[src/rtl/loader_sdram_writer.sv]
// Loader-to-SDRAM write buffer: queues loader byte writes and replays them as
// 2-cycle port-B strobes on clkref. Optional sum: LOADER_SDRAM_WRITER_CHECKSUM_EN.
module loader_sdram_writer #(
    parameter int DEPTH  = 16,
    parameter int ADDR_W = 22
) (
    input  logic              clk,
    input  logic              reset,
    input  logic              clear,
    input  logic [ADDR_W-1:0] in_addr,
    input  logic [7:0]        in_data,
    input  logic              in_write,
    input  logic              clkref,
    input  logic              sdram_busy,
    output logic [ADDR_W-1:0] mem_addr,
    output logic [7:0]        mem_data,
    output logic              mem_we,
    output logic              full,
    output logic              idle,
    output logic              overflow,
    output logic [ADDR_W-1:0] bytes_done,
    output logic [15:0]       checksum
);
    localparam int PW = $clog2(DEPTH);
    localparam logic [PW:0] DEPTH_C = (PW+1)'(DEPTH);

    typedef struct packed {
        logic [ADDR_W-1:0] addr;
        logic [7:0]        data;
    } entry_t;

    typedef enum logic [1:0] {IDLE, WE0, WE1} state_t;

    entry_t        fifo [DEPTH];
    entry_t        head;
    logic [PW-1:0] wr_ptr, rd_ptr;
    logic [PW:0]   count;
    state_t        state;
    logic          push, pop;

    assign head = fifo[rd_ptr];
    assign full = (count == DEPTH_C);
    assign idle = (count == '0) && (state == IDLE);
    // full is taken from the pre-pop count, so a push against a full FIFO drops
    // even when the same edge frees a slot.
    assign push = in_write && !full;
    assign pop  = (state == IDLE) && (count != '0) && !sdram_busy && clkref;

    always_ff @(posedge clk) begin
        if (push && !clear)
            fifo[wr_ptr] <= entry_t'{addr: in_addr, data: in_data};
    end

    always_ff @(posedge clk or posedge reset) begin
        if (reset) begin
            wr_ptr     <= '0;
            rd_ptr     <= '0;
            count      <= '0;
            state      <= IDLE;
            mem_addr   <= '0;
            mem_data   <= '0;
            mem_we     <= 1'b0;
            overflow   <= 1'b0;
            bytes_done <= '0;
        end else if (clear) begin
            // an aborted strobe is never counted
            wr_ptr     <= '0;
            rd_ptr     <= '0;
            count      <= '0;
            state      <= IDLE;
            mem_we     <= 1'b0;
            overflow   <= 1'b0;
            bytes_done <= '0;
        end else begin
            if (push)
                wr_ptr <= wr_ptr + 1'b1;
            if (pop)
                rd_ptr <= rd_ptr + 1'b1;
            if (in_write && full)
                overflow <= 1'b1;
            case ({push, pop})
                2'b10:   count <= count + 1'b1;
                2'b01:   count <= count - 1'b1;
                default: ;
            endcase
            case (state)
                IDLE: if (pop) begin
                    state    <= WE0;
                    mem_we   <= 1'b1;
                    mem_addr <= head.addr;
                    mem_data <= head.data;
                end
                WE0: state <= WE1;
                WE1: begin
                    state      <= IDLE;
                    mem_we     <= 1'b0;
                    bytes_done <= bytes_done + 1'b1;
                end
                default: begin
                    state  <= IDLE;
                    mem_we <= 1'b0;
                end
            endcase
        end
    end

`ifdef LOADER_SDRAM_WRITER_CHECKSUM_EN
    always_ff @(posedge clk or posedge reset) begin
        if (reset)
            checksum <= '0;
        else if (clear)
            checksum <= '0;
        else if (pop)
            checksum <= checksum + {8'h00, head.data};
    end
`else
    assign checksum = 16'h0000;
`endif

endmodule

[config.mk]
export PLATFORM = sky130hd
export DESIGN_NAME = loader_sdram_writer
export DESIGN_NICKNAME = d
export VERILOG_FILES = /design/src/rtl/loader_sdram_writer.sv
export SDC_FILE = /design/constraint.sdc
export NUM_CORES = 1
export LEC_CHECK = 0
export CAP_MARGIN = 20
export CORE_MARGIN = 4
export CORE_UTILIZATION = 54
export CTS_CLUSTER_DIAMETER = 100
export DETAILED_ROUTE_END_ITERATION = 7
export GPL_TIMING_DRIVEN = 0
export PLACE_DENSITY = 0.76
export SLEW_MARGIN = 20
export SYNTH_ARGS = -nofsm -noshare
export SYNTH_HDL_FRONTEND = slang
export SYNTH_SLANG_ARGS = --single-unit
[constraint.sdc]
create_clock -name clk -period 2.6 [get_ports clk]
set_input_delay 0.52 -clock clk [delete_from_list [all_inputs] [get_ports clk]]
set_output_delay 0.52 -clock clk [all_outputs]
set_load 0.005 [all_outputs]
=== Word-level counts from Yosys, hierarchy flattened ===
Memories as Yosys holds them, arrays and structs flattened. A register that Yosys moved wholly into a read port is not among the register bits.
Index checks and enable logic that the tools add are counted.

* Memories: 1
* Word-level logic and storage cells: 59
* Input port bits: 36
* Register bits: 39
* RAM bits: 480

* Bitwise logic cells: 1
* Add/sub/neg operators: 5
* Muxes and demuxes: 18
* Reduce and logical (&&, ||, !) cells: 20
* Equality and inequality tests: 7

{| class="wikitable"
|+ Memories
! name !! depth !! bits a word !! rd ports !! clocked after Yosys merged registers in !! write ports !! RTL line !! text
|-
| fifo || 16 || 30 || 1 || 1 || 1 || 34 || <nowiki>entry_t fifo [DEPTH];</nowiki>
|}

{| class="wikitable"
|+ Operator list
! cell !! count
|-
| 22-bit two-way mux || 2
|-
| 22-bit by 1-bit adder with 22-bit output (second input constant) || 1
|-
| 4-bit two-way mux || 4
|-
| 5-bit one-hot mux with 2 select lines || 1
|-
| 4-bit by 1-bit adder with 4-bit output (second input constant) || 2
|-
| 2-bit nonzero test || 4
|-
| 1-bit logical AND || 7
|-
| 1-bit two-way mux || 6
|-
| 5-bit by 1-bit adder with 5-bit output (second input constant) || 1
|-
| 5-bit == test (second input constant) || 1
|-
| 5-bit logical NOT || 1
|-
| 5-bit two-way mux || 1
|-
| 5-bit nonzero test || 1
|-
| 5-bit by 1-bit subtractor with 5-bit output (second input constant) || 1
|-
| 2-bit by 1-bit == test with 1-bit output (second input constant) || 2
|-
| 2-bit == test (second input constant) || 2
|-
| 2-bit two-way mux || 2
|-
| 2-bit one-hot mux with 2 select lines || 1
|-
| 1-bit logical NOT || 3
|-
| 3-bit inequality test (second input constant) || 1
|-
| 3-bit AND reduction || 1
|-
| 3-bit nonzero test || 1
|-
| 2-bit logical NOT || 1
|-
| 2-bit inequality test (second input constant) || 1
|-
| 3 further kinds || 3
|}

=== Logic depth before layout (Yosys ltp) ===
Gate-level depths: netlist of the first run.

* Word-level depth: 7
* Mapped depth: 11
* Depth with buffers taken out: 9

=== Worst setup path before layout of the first run ===
OpenSTA, ideal clock, no wires.

* Path type: register -> register
* From: register count[2]
* To: register count[4]
* Library setup time: 0.101 ns
* Slack: -0.155 ns
* Arrival: 2.654 ns
* Buffers on the path: 2
* Stages on the path, launching flop included: 12
* Clock period less this slack: 2.755 ns
* Cell sequence: dfrtp_1 clkbuf_1 or4_1 clkbuf_1 o21ai_1 nor2_1 xor2_1 ha_1 o31a_1 nor4_1 a211oi_1 nor4_1

* Longest elaborated chain between the ends: 7
* Elaborated cells on any way between the ends: 14

{| class="wikitable"
|+ Ends and longest elaborated chain
! element !! RTL line !! text
|-
| start: declaration || 37 || <nowiki>logic [PW:0] count;</nowiki>
|-
| start signal: assignment || 82 || <nowiki>2'b10: count <= count + 1'b1;</nowiki>
|-
| start signal: assignment || 83 || <nowiki>2'b01: count <= count - 1'b1;</nowiki>
|-
| 5-bit nonzero test || 47 || <nowiki>assign pop = (state == IDLE) && (count != '0) && !sdram_busy && clkref;</nowiki>
|-
| 1-bit logical AND (3 in a row) || 47 ||
|-
| 2-bit by 1-bit == test with 1-bit output / 2-bit == test (equally long branches) || 81 || <nowiki>case ({push, pop})</nowiki>
|-
| 5-bit one-hot mux with 2 select lines || 81 ||
|-
| 5-bit two-way mux || 65 || <nowiki>end else if (clear) begin</nowiki>
|}

Several ways; a longest one is shown, not always the timed one.
A chain may end at the register's enable or synchronous reset.

=== Worst setup path after layout of the first run ===
* From: register state[1]
* To: register mem_data[1]

* Longest elaborated chain between the ends: 5

{| class="wikitable"
|+ Ends and longest elaborated chain
! element !! RTL line !! text
|-
| start: declaration || 38 || <nowiki>state_t state;</nowiki>
|-
| start signal: assignment || 59 || <nowiki>state <= IDLE;</nowiki>
|-
| start signal: assignment || 70 || <nowiki>state <= IDLE;</nowiki>
|-
| start signal: assignment || 88 || <nowiki>state <= WE0;</nowiki>
|-
| 2-bit logical NOT (*) || 47, 86 ||
|-
| 1-bit logical AND (3 in a row) || 47 ||
|-
| 3-bit AND reduction (no line) (*) || - ||
|-
| end signal: assignment || 91 || <nowiki>mem_data <= head.data;</nowiki>
|-
| end: declaration || 16 || <nowiki>output logic [7:0] mem_data,</nowiki>
|}

Mark *: on every way between the ends. The rest lies on a longest branch, timed or not.

==> flow_metrics.py, run 1 <==
metrics = {
    "run_status": {
        "status": "finished clean",
    },
    "timing": {
        "worst_pin_slew_ns": 1.07,
        "fin_skew_ns": 0.0125,
        "final.min_clock_period_ns": 2.57,
        "slew_headroom_pct": 28.5,
        "final_hold_viol_count": 0,
        "rsz0062_at_grt": "true",
        "fmax_mhz": 389,
        "slew_viol_final": 0,
        "period_share_pct": 98.9,
        "tns_ns": 0,
        "finalSetupViolCount": 0,
    },
    "cells_and_area": {
        "drive_above_1_share_pct": 26.5,
        "multiInputGateArea_mm2": 0.00492,
        "area_growth_pct": 18.0,
        "instances_no_fill": 1796,
        "final_nets": 1277,
        "fill_cells": 2529,
        "seqCellArea_mm2": 0.0161,
        "utilization_pct": 64.7,
    },
    "floorplan": {
        "die_area_mm2": 0.0426,
        "placementRows": 72,
        "io_pins": 108,
        "dieWidth_um": 206,
        "die_h_um": 206,
        "initial_core_util_pct": 54.8,
        "core-area_mm2": 0.0388,
    },
    "routing": {
        "firstDrtPassIters": 5,
        "ant_nets": 0,
        "via_per_inst": 6.12,
        "post_drt_wl_per_cell_um": 27.0,
        "route.detailed.drc": 0,
        "wirelength_um": 48500,
        "drt_iter0_markers": 1351,
        "vias": 10993,
    },
    "placement": {
        "portBuffers": 89,
        "dp_cells": 1687,
        "hpwl_um": 28200,
        "gp_congestion": 0.792,
    },
    "synthesis": {
        "yosys_warnings": 0,
        "synth_flop_cell": "edfxtp_1",
        "ys_seq_area_share_pct": 75.9,
        "netlist_area_mm2": 0.0213,
        "syn_inst": 1052,
        "synth-async-reset-ratio_pct": 12.6,
        "synth_top_area_cell": "edfxtp_1",
        "ys_top_cells_by_area": "edfxtp_1, mux4_2, dfrtp_1",
        "yosysTopAreaCellShare_pct": 67.8,
        "ys_ff_latch": 549,
        "synth_cell_type_count": 46,
        "syn-mean-instance-area_um2": 20.2,
        "synth_edf_count": 480,
    },
    "worst_setup_path": {
        "cp-startpoint": "state[1]",
        "rr_worst_depth": 5,
        "endpoint_kind": "flip-flop",
        "crit_path_end": "mem_data[1]",
        "worstPathRequired_ns": 3.03,
        "r2r-start": "state[1]",
        "r2r-end": "mem_data[1]",
        "cp-start-kind": "flip-flop",
        "rrSetupSlack_ns": 0.03,
        "criticalPathCategory": "flip-flop to flip-flop",
        "crit_fanout": 10,
        "arrival_ns": 3.00,
    },
    "pwr": {
        "p_clk_share_pct": 38.9,
        "p_seq_share_pct": 52.0,
        "p_comb_share_pct": 9.1,
        "irDropWorstVdd_mv": 0.424,
        "p_per_area_mw_per_mm2": 780,
        "p_sw_w": 0.00427,
        "p_leak_nw": 8.16,
        "swShare_pct": 21.8,
        "p_int_w": 0.0153,
    },
    "global_routing": {
        "grt_pass1_wl_um": 72900,
        "grt_pass1_vias": 11542,
        "antenna_found_initial": 1,
        "grt.total_usage_pct": 23.5,
        "grt_start_max_net_pins": 37,
        "grt-ovfl-total": 0,
    },
    "cts": {
        "cts_tree": "built",
        "clkTransAtPathRegs_ns": 0.06,
        "cts_buffer_depth": 3,
        "cts.sinks": 549,
        "root_buffer": "clkbuf_16",
        "clkLatencyLatePin_ns": 0.59,
        "htreeDepth": 2,
        "cts_made_buffers": 53,
    },
    "hold_path": {
        "hold_class": "primary input to async pin",
    },
    "job": {
        "max_cap_violations": 0,
    },
}
[what timing repair did]
item                       CTS  global route
gates resized for setup     34            19
setup endpoints to repair  447           223
gates cloned                 2             0
hold buffers                 0             0
pin swaps                    8             2
setup buffers               10             0
[metrics by stage]
step           power, W  cell area, µm²  hold slack (ns)  setup slack [ns]
6_report         0.0196           25100            0.308            0.0293
5_1_grt          0.0202           25100            0.335           -0.0564
4_1_cts          0.0197           25100            0.272          -0.00364
3_5_place_dp     0.0120           23200            0.491            -0.690
3_3_place_gp     0.0120           22900            0.477             -1.26
2_1_floorplan    0.0110           21300            0.481           -0.0283
[cells in the final DEF, fill, tap and decap left out, types with 11 or more instances in the layout]
| cell type | count |
|---|---|
| o22ai_1 | 60 |
| clkbuf_1 | 36 |
| buf_4 | 26 |
| nor2_1 | 32 |
| nand4_1 | 11 |
| clkbuf_2 | 11 |
| clkdlybuf4s50_1 | 87 |
| edfxtp_1 | 480 |
| mux2_2 | 30 |
| mux4_2 | 120 |
| dfrtp_1 | 66 |
| buf_2 | 23 |
| a21oi_1 | 37 |
| nand2_1 | 15 |
| conb_1 | 16 |
| xor2_1 | 20 |
| clkbuf_16 | 53 |
[flip-flops by register name, summed over array words and instances, names as in the netlist, 2 cells and up]
| name | flops |
|---|---|
| fifo | 480 |
| bytes_done | 22 |
| mem_addr | 22 |
| mem_data | 8 |
| count | 5 |
| rd_ptr | 4 |
| wr_ptr | 4 |
| state | 2 |
[critical path, cell delays in order, from the launching register on]
cell and delay, ns:
dfrtp_1 0.45, or4b_1 0.55, buf_2 0.20, a211oi_4 0.44
buf_1 0.61, a21oi_1 0.15
[how the worst min path moves through the flow]
stage                  start        endpoint  slack, ns  depth (start not counted)
floorplan           state[1]        state[1]       0.48                          1
global placement    overflow        overflow       0.48                          2
detailed placement  overflow        overflow       0.49                          2
CTS                 in_write        overflow       0.27                          3
global route        in_write        overflow       0.33                          3
finish                 reset  bytes_done[14]       0.31                          2
[routing by layer]
metal / global-route usage, % / part of all wire [%] / up-vias / routed length [µm]
li1: - / - / 4644 / -
met1: 32.5 / 39 / 5713 / 18800
met2: 37.8 / 49 / 531 / 23900
met3: 4.91 / 8.6 / 105 / 4180
met4: 8.25 / 3.2 / 0 / 1570
met5: 0 / 0 / - / 0
[power groups by stage]
stage	sequential, W	combinational [W]	clock [W]
after floorplan	0.0103	0.000767	0
after global placement	0.0103	0.00161	0
after detailed placement	0.0103	0.00169	0
after CTS	0.0102	0.00179	0.00772
after global routing	0.0102	0.00194	0.00809
final	0.0102	0.00179	0.00762
[synth_stat cells (3+ instances only)]
library cell,count
a21oi_1,37
and2_1,14
and3_1,7
and4_1,3
buf_1,4
buf_2,23
buf_4,16
clkbuf_1,34
dfrtp_1,69
edfxtp_1,480
ha_1,8
inv_1,6
mux2_2,30
mux4_2,120
nand2_1,15
nand3_1,7
nand4_1,11
nor2_1,34
nor3_1,7
nor4_1,6
o21a_1,3
o21ai_1,3
o22ai_1,60
xnor2_1,9
xor2_1,20
[cell families after synthesis]
kind of cell / synth area share [%]
AO/OA/AOI/OAI: 3.18
other: 0.0176
adder cells (fa/ha/maj): 0.471
multiplexers: 14.4
flip-flops: 75.9
AND/OR/NAND/NOR: 2.98
XOR/XNOR: 1.19
buffers and inverters: 1.90
[area by class of cell]
type / count / share of cell area [%]
diodes: 2 / 0.0199
clock inverters: 24 / 1.02
clock buffers: 74 / 5.84
multi-input cells: 436 / 19.6
flip-flops and latches: 549 / 64.3
well taps: 518 / 2.58
plain buffers: 74 / 1.51
repair buffers: 112 / 5.02
inverters: 7 / 0.115
Note: power is estimated with default switching activity, not from simulation.
==> run 2: changes to the inputs <==
Settings changed: CORE_UTILIZATION 54 to 30, DONT_BUFFER_PORTS set to 1, PLACE_DENSITY 0.76 to not set.
==> run 2 against run 1 <==
  * Wire length rose by 5.7%
  * Die area rose by 76%
  * Critical path type unchanged
  * Global-route usage fell by 10 points
  * Largest power group unchanged
  * Sequential share of layout area fell by 0.51 points
  * Sequential power barely moved
  * Worst hold slack got worse by 0.018 ns
  * Critical path depth rose by 4
  * Largest cell class unchanged
  * Clock power rose by 7.7%
==> flow_metrics.py, run 2 (synthesis gave the netlist of run 1 again) <==
metrics = {
    "global_routing": {
        "grt_start_max_net_pins": 51,
        "grt.total_usage_pct": 13.5,
        "antenna_found_initial": 3,
        "grt-ovfl-total": 0,
        "grt_pass1_wl_um": 74900,
        "grt_pass1_vias": 11012,
    },
    "cells_and_area": {
        "top_regs": "fifo: 480 flops, bytes_done: 22 flops, mem_addr: 22 flops",
        "area_growth_pct": 18.9,
        "post-route-cell-area_mm2": 0.0253,
        "largest_reg_flops": 480,
        "final_nets": 1225,
        "top_register": "fifo",
        "seqCellArea_mm2": 0.0161,
        "multiInputGateArea_mm2": 0.00494,
        "final_cell_mix": "edfxtp_1, mux4_2, dfrtp_1",
        "drive_above_1_share_pct": 28.6,
        "final_common_cell": "edfxtp_1",
        "utilization_pct": 36.1,
        "fill_cells": 6505,
    },
    "cts": {
        "root_buffer": "clkbuf_16",
        "cts.sinks": 549,
        "clkTransAtPathRegs_ns": 0.06,
        "cts_tree": "built",
        "cts_buffer_depth": 3,
        "htreeDepth": 2,
        "clkLatencyLatePin_ns": 0.62,
        "cts_made_buffers": 56,
    },
    "routing": {
        "drt_iter0_markers": 867,
        "vias": 10602,
        "ant_nets": 0,
        "route.detailed.drc": 0,
        "post_drt_wl_per_cell_um": 23.6,
        "firstDrtPassIters": 5,
        "via_per_inst": 4.88,
        "wirelength_um": 51300,
    },
    "worst_setup_path": {
        "r2r-end": "count[4]",
        "worstPathRequired_ns": 3.09,
        "criticalPathCategory": "flip-flop to flip-flop",
        "arrival_ns": 3.07,
        "crit_fanout": 4,
        "cp-startpoint": "count[1]",
        "worst-path-stages": 9,
        "crit_path_end": "count[4]",
        "endpoint_kind": "flip-flop",
        "critPathTopFamily": "simple AND/OR/NAND/NOR gates",
        "rr_worst_depth": 9,
        "critPathBufInv": 0,
        "path_cells": "or4_4 -> o21ai_4 -> nor2_2 -> xor2_1 -> ha_2 -> o31a_1 -> nor4_2 -> a211oi_1 -> nor4_1",
        "rrSetupSlack_ns": 0.02,
        "cp-start-kind": "flip-flop",
        "max_stage_delay_ns": 0.58,
        "r2r-start": "count[1]",
        "crit_path_top_delay_cell": "or4_4",
    },
    "pwr": {
        "p_leak_nw": 8.06,
        "irDropWorstVdd_mv": 0.465,
        "p_comb_share_pct": 6.4,
        "p_per_area_mw_per_mm2": 782,
        "swShare_pct": 22.7,
        "p_sw_w": 0.00450,
        "p_total_w": 0.0198,
        "p_int_w": 0.0153,
        "p_clk_share_pct": 41.5,
        "p_seq_share_pct": 52.1,
    },
    "timing": {
        "fin_skew_ns": 0.0347,
        "fmax_mhz": 388,
        "finalWorstSetupSlack_ns": 0.0217,
        "finalSetupViolCount": 0,
        "slew_viol_final": 0,
        "worst_pin_slew_ns": 1.01,
        "slew_headroom_pct": 33.0,
        "period_share_pct": 99.2,
        "final.min_clock_period_ns": 2.58,
        "final_hold_viol_count": 0,
        "rsz0062_at_grt": "true",
        "tns_ns": 0,
    },
    "job": {
        "max_cap_violations": 0,
    },
    "floorplan": {
        "initial_core_util_pct": 30.3,
        "die_h_um": 274,
        "core-area_mm2": 0.0701,
        "placementRows": 97,
        "die_area_mm2": 0.0752,
        "io_pins": 108,
        "dieWidth_um": 274,
    },
    "placement": {
        "detailedPlace.worstSlack_ns": -0.739,
        "hpwl_um": 31500,
        "portBuffers": 0,
        "dpl-instance-area_mm2": 0.0228,
        "gp_congestion": 0.750,
    },
    "hold_path": {
        "hold_depth": 4,
        "hold_class": "primary input to flip-flop",
    },
    "run_status": {
        "status": "finished clean",
    },
}
run 2: changes by cell type in the layout (fill, tap and decap cells not counted), sizes merged:
| cell | before | now |
|---|---|---|
| bufinv | 5 | 6 |
| and2 | 16 | 18 |
| clkinv | 14 | 19 |
| clkdlybuf4s50 | 87 | 0 |
| dlygate4sd3 | 0 | 32 |
| clkinvlp | 2 | 4 |
| buf | 67 | 65 |
run 2: worst reg2reg max path, stage by stage (launching register included):
cell and delay (ns):
dfrtp_2 0.44, or4_4 0.58, o21ai_4 0.17, nor2_2 0.07, xor2_1 0.17, ha_2 0.20
o31a_1 0.28, nor4_2 0.20, a211oi_1 0.09, nor4_1 0.28
run 2: power by group through the flow:
stage                     logic, W  registers (W)  clock network, W
after floorplan           0.000767         0.0103                 0
after global placement    0.000974         0.0105                 0
after detailed placement   0.00103         0.0105                 0
after CTS                  0.00125         0.0103           0.00837
after global routing       0.00140         0.0104           0.00875
final                      0.00127         0.0103           0.00821
run 2: cell type report:
class                   instances  share of cell area, %
flip-flops and latches        549                   63.8
multi-input cells             438                   19.5
clock buffers                  74                   6.08
well taps                     940                   4.65
repair buffers                 55                   2.85
plain buffers                  74                   1.49
clock inverters                32                   1.46
inverters                       7                  0.114
diodes                          2                 0.0198
run 2: through the flow:
step | hold WS [ns] | cells
after CTS | 0.255 | 2167
final | 0.290 | 2171
after detailed placement | 0.415 | 2020
after global routing | 0.285 | 2170
after floorplan | 0.481 | 1067
after global placement | 0.528 | 2007
run 2: worst min-delay path by stage:
stage | slack, ns | startpoint | end
CTS | 0.25 | sdram_busy | mem_we
finish | 0.29 | sdram_busy | mem_we
detailed placement | 0.42 | reset | mem_addr[18]
global placement | 0.53 | state[1] | state[1]
floorplan | 0.48 | state[1] | state[1]
global route | 0.29 | sdram_busy | mem_we
run 2: repair_timing:
action                                 in CTS  in global routing
gates cloned                                4                  0
setup buffers                               8                  2
resized for setup                          35                 15
pin swaps                                  11                  7
setup endpoints to repair                 496                187
hold buffers                               32                  0
endpoints found under the hold margin     492                  0
run 2: metal layers:
| layer | track usage (%) | vias up | share of wire (%) |
|---|---|---|---|
| li1 | - | 4544 | - |
| met1 | 17.5 | 5637 | 41 |
| met5 | 0 | - | 0.025 |
| met3 | 3.72 | 75 | 7.9 |
| met2 | 22.4 | 344 | 49 |
| met4 | 3.60 | 2 | 2.1 |
==> run 3: changes to the inputs <==
Settings changed: SLEW_MARGIN 20 to 40.
==> run 3 against run 2 <==
  * Non-clock buffer count is 3 lower
  * Sequential power hardly changed
  * Global-route usage hardly changed
  * Wire length is 0.47% lower
  * Critical path depth stayed put
  * Critical endpoint unchanged
==> flow_metrics.py, run 3 (synthesis gave the netlist of run 1 again) <==
metrics = {
    "global_routing": {
        "busiest_layer": "met2",
        "grt.total_usage_pct": 13.5,
        "grt-ovfl-total": 0,
        "use_met3_pct": 3.74,
        "grt_start_max_net_pins": 52,
        "grt_pass1_wl_um": 75000,
        "grt_use_met1_pct": 17.5,
        "grt_util_met2_pct": 22.5,
        "grt_pass1_vias": 11065,
        "antenna_found_initial": 4,
    },
    "timing": {
        "slew_viol_final": 0,
        "worst_pin_slew_ns": 0.821,
        "period_share_pct": 97.4,
        "rsz0062_at_grt": "true",
        "slew_headroom_pct": 45.3,
        "final_hold_viol_count": 0,
        "fin_skew_ns": 0.0378,
        "fmax_mhz": 395,
        "final.min_clock_period_ns": 2.53,
        "finalSetupViolCount": 0,
    },
    "floorplan": {
        "placementRows": 97,
        "die_area_mm2": 0.0752,
        "initial_core_util_pct": 30.3,
        "core-area_mm2": 0.0701,
        "dieWidth_um": 274,
        "die_h_um": 274,
        "io_pins": 108,
    },
    "worst_setup_path": {
        "max_stage_delay_ns": 0.58,
        "rr_worst_depth": 9,
        "endpoint_kind": "flip-flop",
        "cp-startpoint": "count[1]",
        "rrSetupSlack_ns": 0.07,
        "crit_path_end": "count[4]",
        "arrival_ns": 3.01,
        "r2r-end": "count[4]",
        "r2r-start": "count[1]",
        "worstPathRequired_ns": 3.08,
        "path_cells": "or4_4 -> o21ai_4 -> nor2_2 -> xor2_1 -> ha_2 -> o31a_1 -> nor4_4 -> a211oi_1 -> nor4_1",
        "crit_path_top_delay_cell": "or4_4",
        "cp-start-kind": "flip-flop",
        "criticalPathCategory": "flip-flop to flip-flop",
        "crit_fanout": 4,
    },
    "placement": {
        "gp_congestion": 0.750,
        "dpl-instance-area_mm2": 0.0228,
        "dp_cells": 2018,
        "portBuffers": 0,
        "hpwl_um": 30700,
    },
    "routing": {
        "vias": 10551,
        "post_drt_wl_per_cell_um": 23.6,
        "firstDrtPassIters": 7,
        "wirelength_um": 51000,
        "ant_nets": 0,
        "via_per_inst": 4.88,
        "drt_iter0_markers": 849,
        "route.detailed.drc": 0,
    },
    "hold_path": {
        "hold_class": "primary input to flip-flop",
    },
    "cts": {
        "cts.sinks": 549,
        "clkLatencyLatePin_ns": 0.62,
        "clkTransAtPathRegs_ns": 0.06,
        "cts_made_buffers": 54,
        "root_buffer": "clkbuf_16",
        "cts_buffer_depth": 3,
        "htreeDepth": 2,
        "cts_tree": "built",
    },
    "cells_and_area": {
        "top_regs": "fifo: 480 flops, bytes_done: 22 flops, mem_addr: 22 flops",
        "area_growth_pct": 18.6,
        "drive_above_1_share_pct": 28.3,
        "instances_no_fill": 2162,
        "utilization_pct": 35.9,
        "final_nets": 1220,
        "largest_reg_flops": 480,
        "top_register": "fifo",
        "final_cell_mix": "edfxtp_1, mux4_2, dfrtp_1",
        "final_common_cell": "edfxtp_1",
        "post-route-cell-area_mm2": 0.0252,
        "antenna_cells": 0,
    },
    "pwr": {
        "p_leak_nw": 8.04,
        "irDropWorstVdd_mv": 0.521,
        "p_per_area_mw_per_mm2": 778,
    },
    "run_status": {
        "status": "finished clean",
    },
    "job": {
        "max_cap_violations": 0,
    },
}
## run 3: cell types whose count changed in the layout (fill, tap and decap cells not counted), sizes merged
cell / delta
buf: -4
clkinv: -1
clkinvlp: -2
diode: -2
clkbuf: -1
bufinv: +1
## run 3: per-layer routing
layer	share of wire (%)	up-vias
met3	7.7	84
li1	-	4543
met1	41	5588
met4	2.2	8
met2	49	328
met5	0.090	-
## run 3: layout make-up
| cell class | instances | area, µm² |
|---|---|---|
| Fill cell | 6511 | 44900 |
| Sequential cell | 549 | 16100 |
| Multi-Input combinational cell | 438 | 4970 |
| Clock buffer | 72 | 1490 |
| Tap cell | 940 | 1180 |
| Timing Repair Buffer | 52 | 648 |
| Buffer | 74 | 385 |
| Clock inverter | 30 | 373 |
| Inverter | 7 | 31.3 |
## run 3: critical path, delay by kind of cell (launching register included)
family | cells | cell delay, ns
compound gates | 3 | 0.52
flops | 1 | 0.44
fa+ha+maj | 1 | 0.20
xor+xnor | 1 | 0.15
simple gates | 4 | 1.12
## run 3: worst min-delay path by stage
stage / start / endpoint / slack (ns) / depth (start not counted)
finish: sdram_busy / mem_we / 0.28 / 4
global route: sdram_busy / mem_we / 0.27 / 4
detailed placement: reset / mem_addr[19] / 0.36 / 1
CTS: sdram_busy / mem_we / 0.24 / 4
global placement: state[1] / state[1] / 0.53 / 1
floorplan: state[1] / state[1] / 0.48 / 1
## run 3: power by group
part	total, W	internal [W]	switching (W)	leakage, nW
Sequential	0.0103	0.00992	0.000370	5.19
Combinational	0.00125	0.000543	0.000710	1.93
Clock	0.00809	0.00476	0.00333	0.911
## run 3: repair_timing
action / in CTS / in global routing
gates resized for setup: 19 / 10
buffers inserted: 8 / 1
endpoints found under the setup margin: 337 / 114
hold endpoints to repair: 495 / 0
gates cloned: 4 / 0
hold buffers: 32 / 0
pin swaps: 12 / 7
## run 3: through the flow
stage	total power, W	TNS, ns	hold slack, ns	worst slack (ns)
floorplan	0.0110	-0.0283	0.481	-0.0283
global placement	0.0115	-496.72	0.528	-1.13
detailed placement	0.0115	-106.64	0.362	-0.589
CTS	0.0199	-0.0432	0.244	-0.0432
global route	0.0204	-0.0946	0.267	-0.0946
finish	0.0196	0	0.277	0.0689
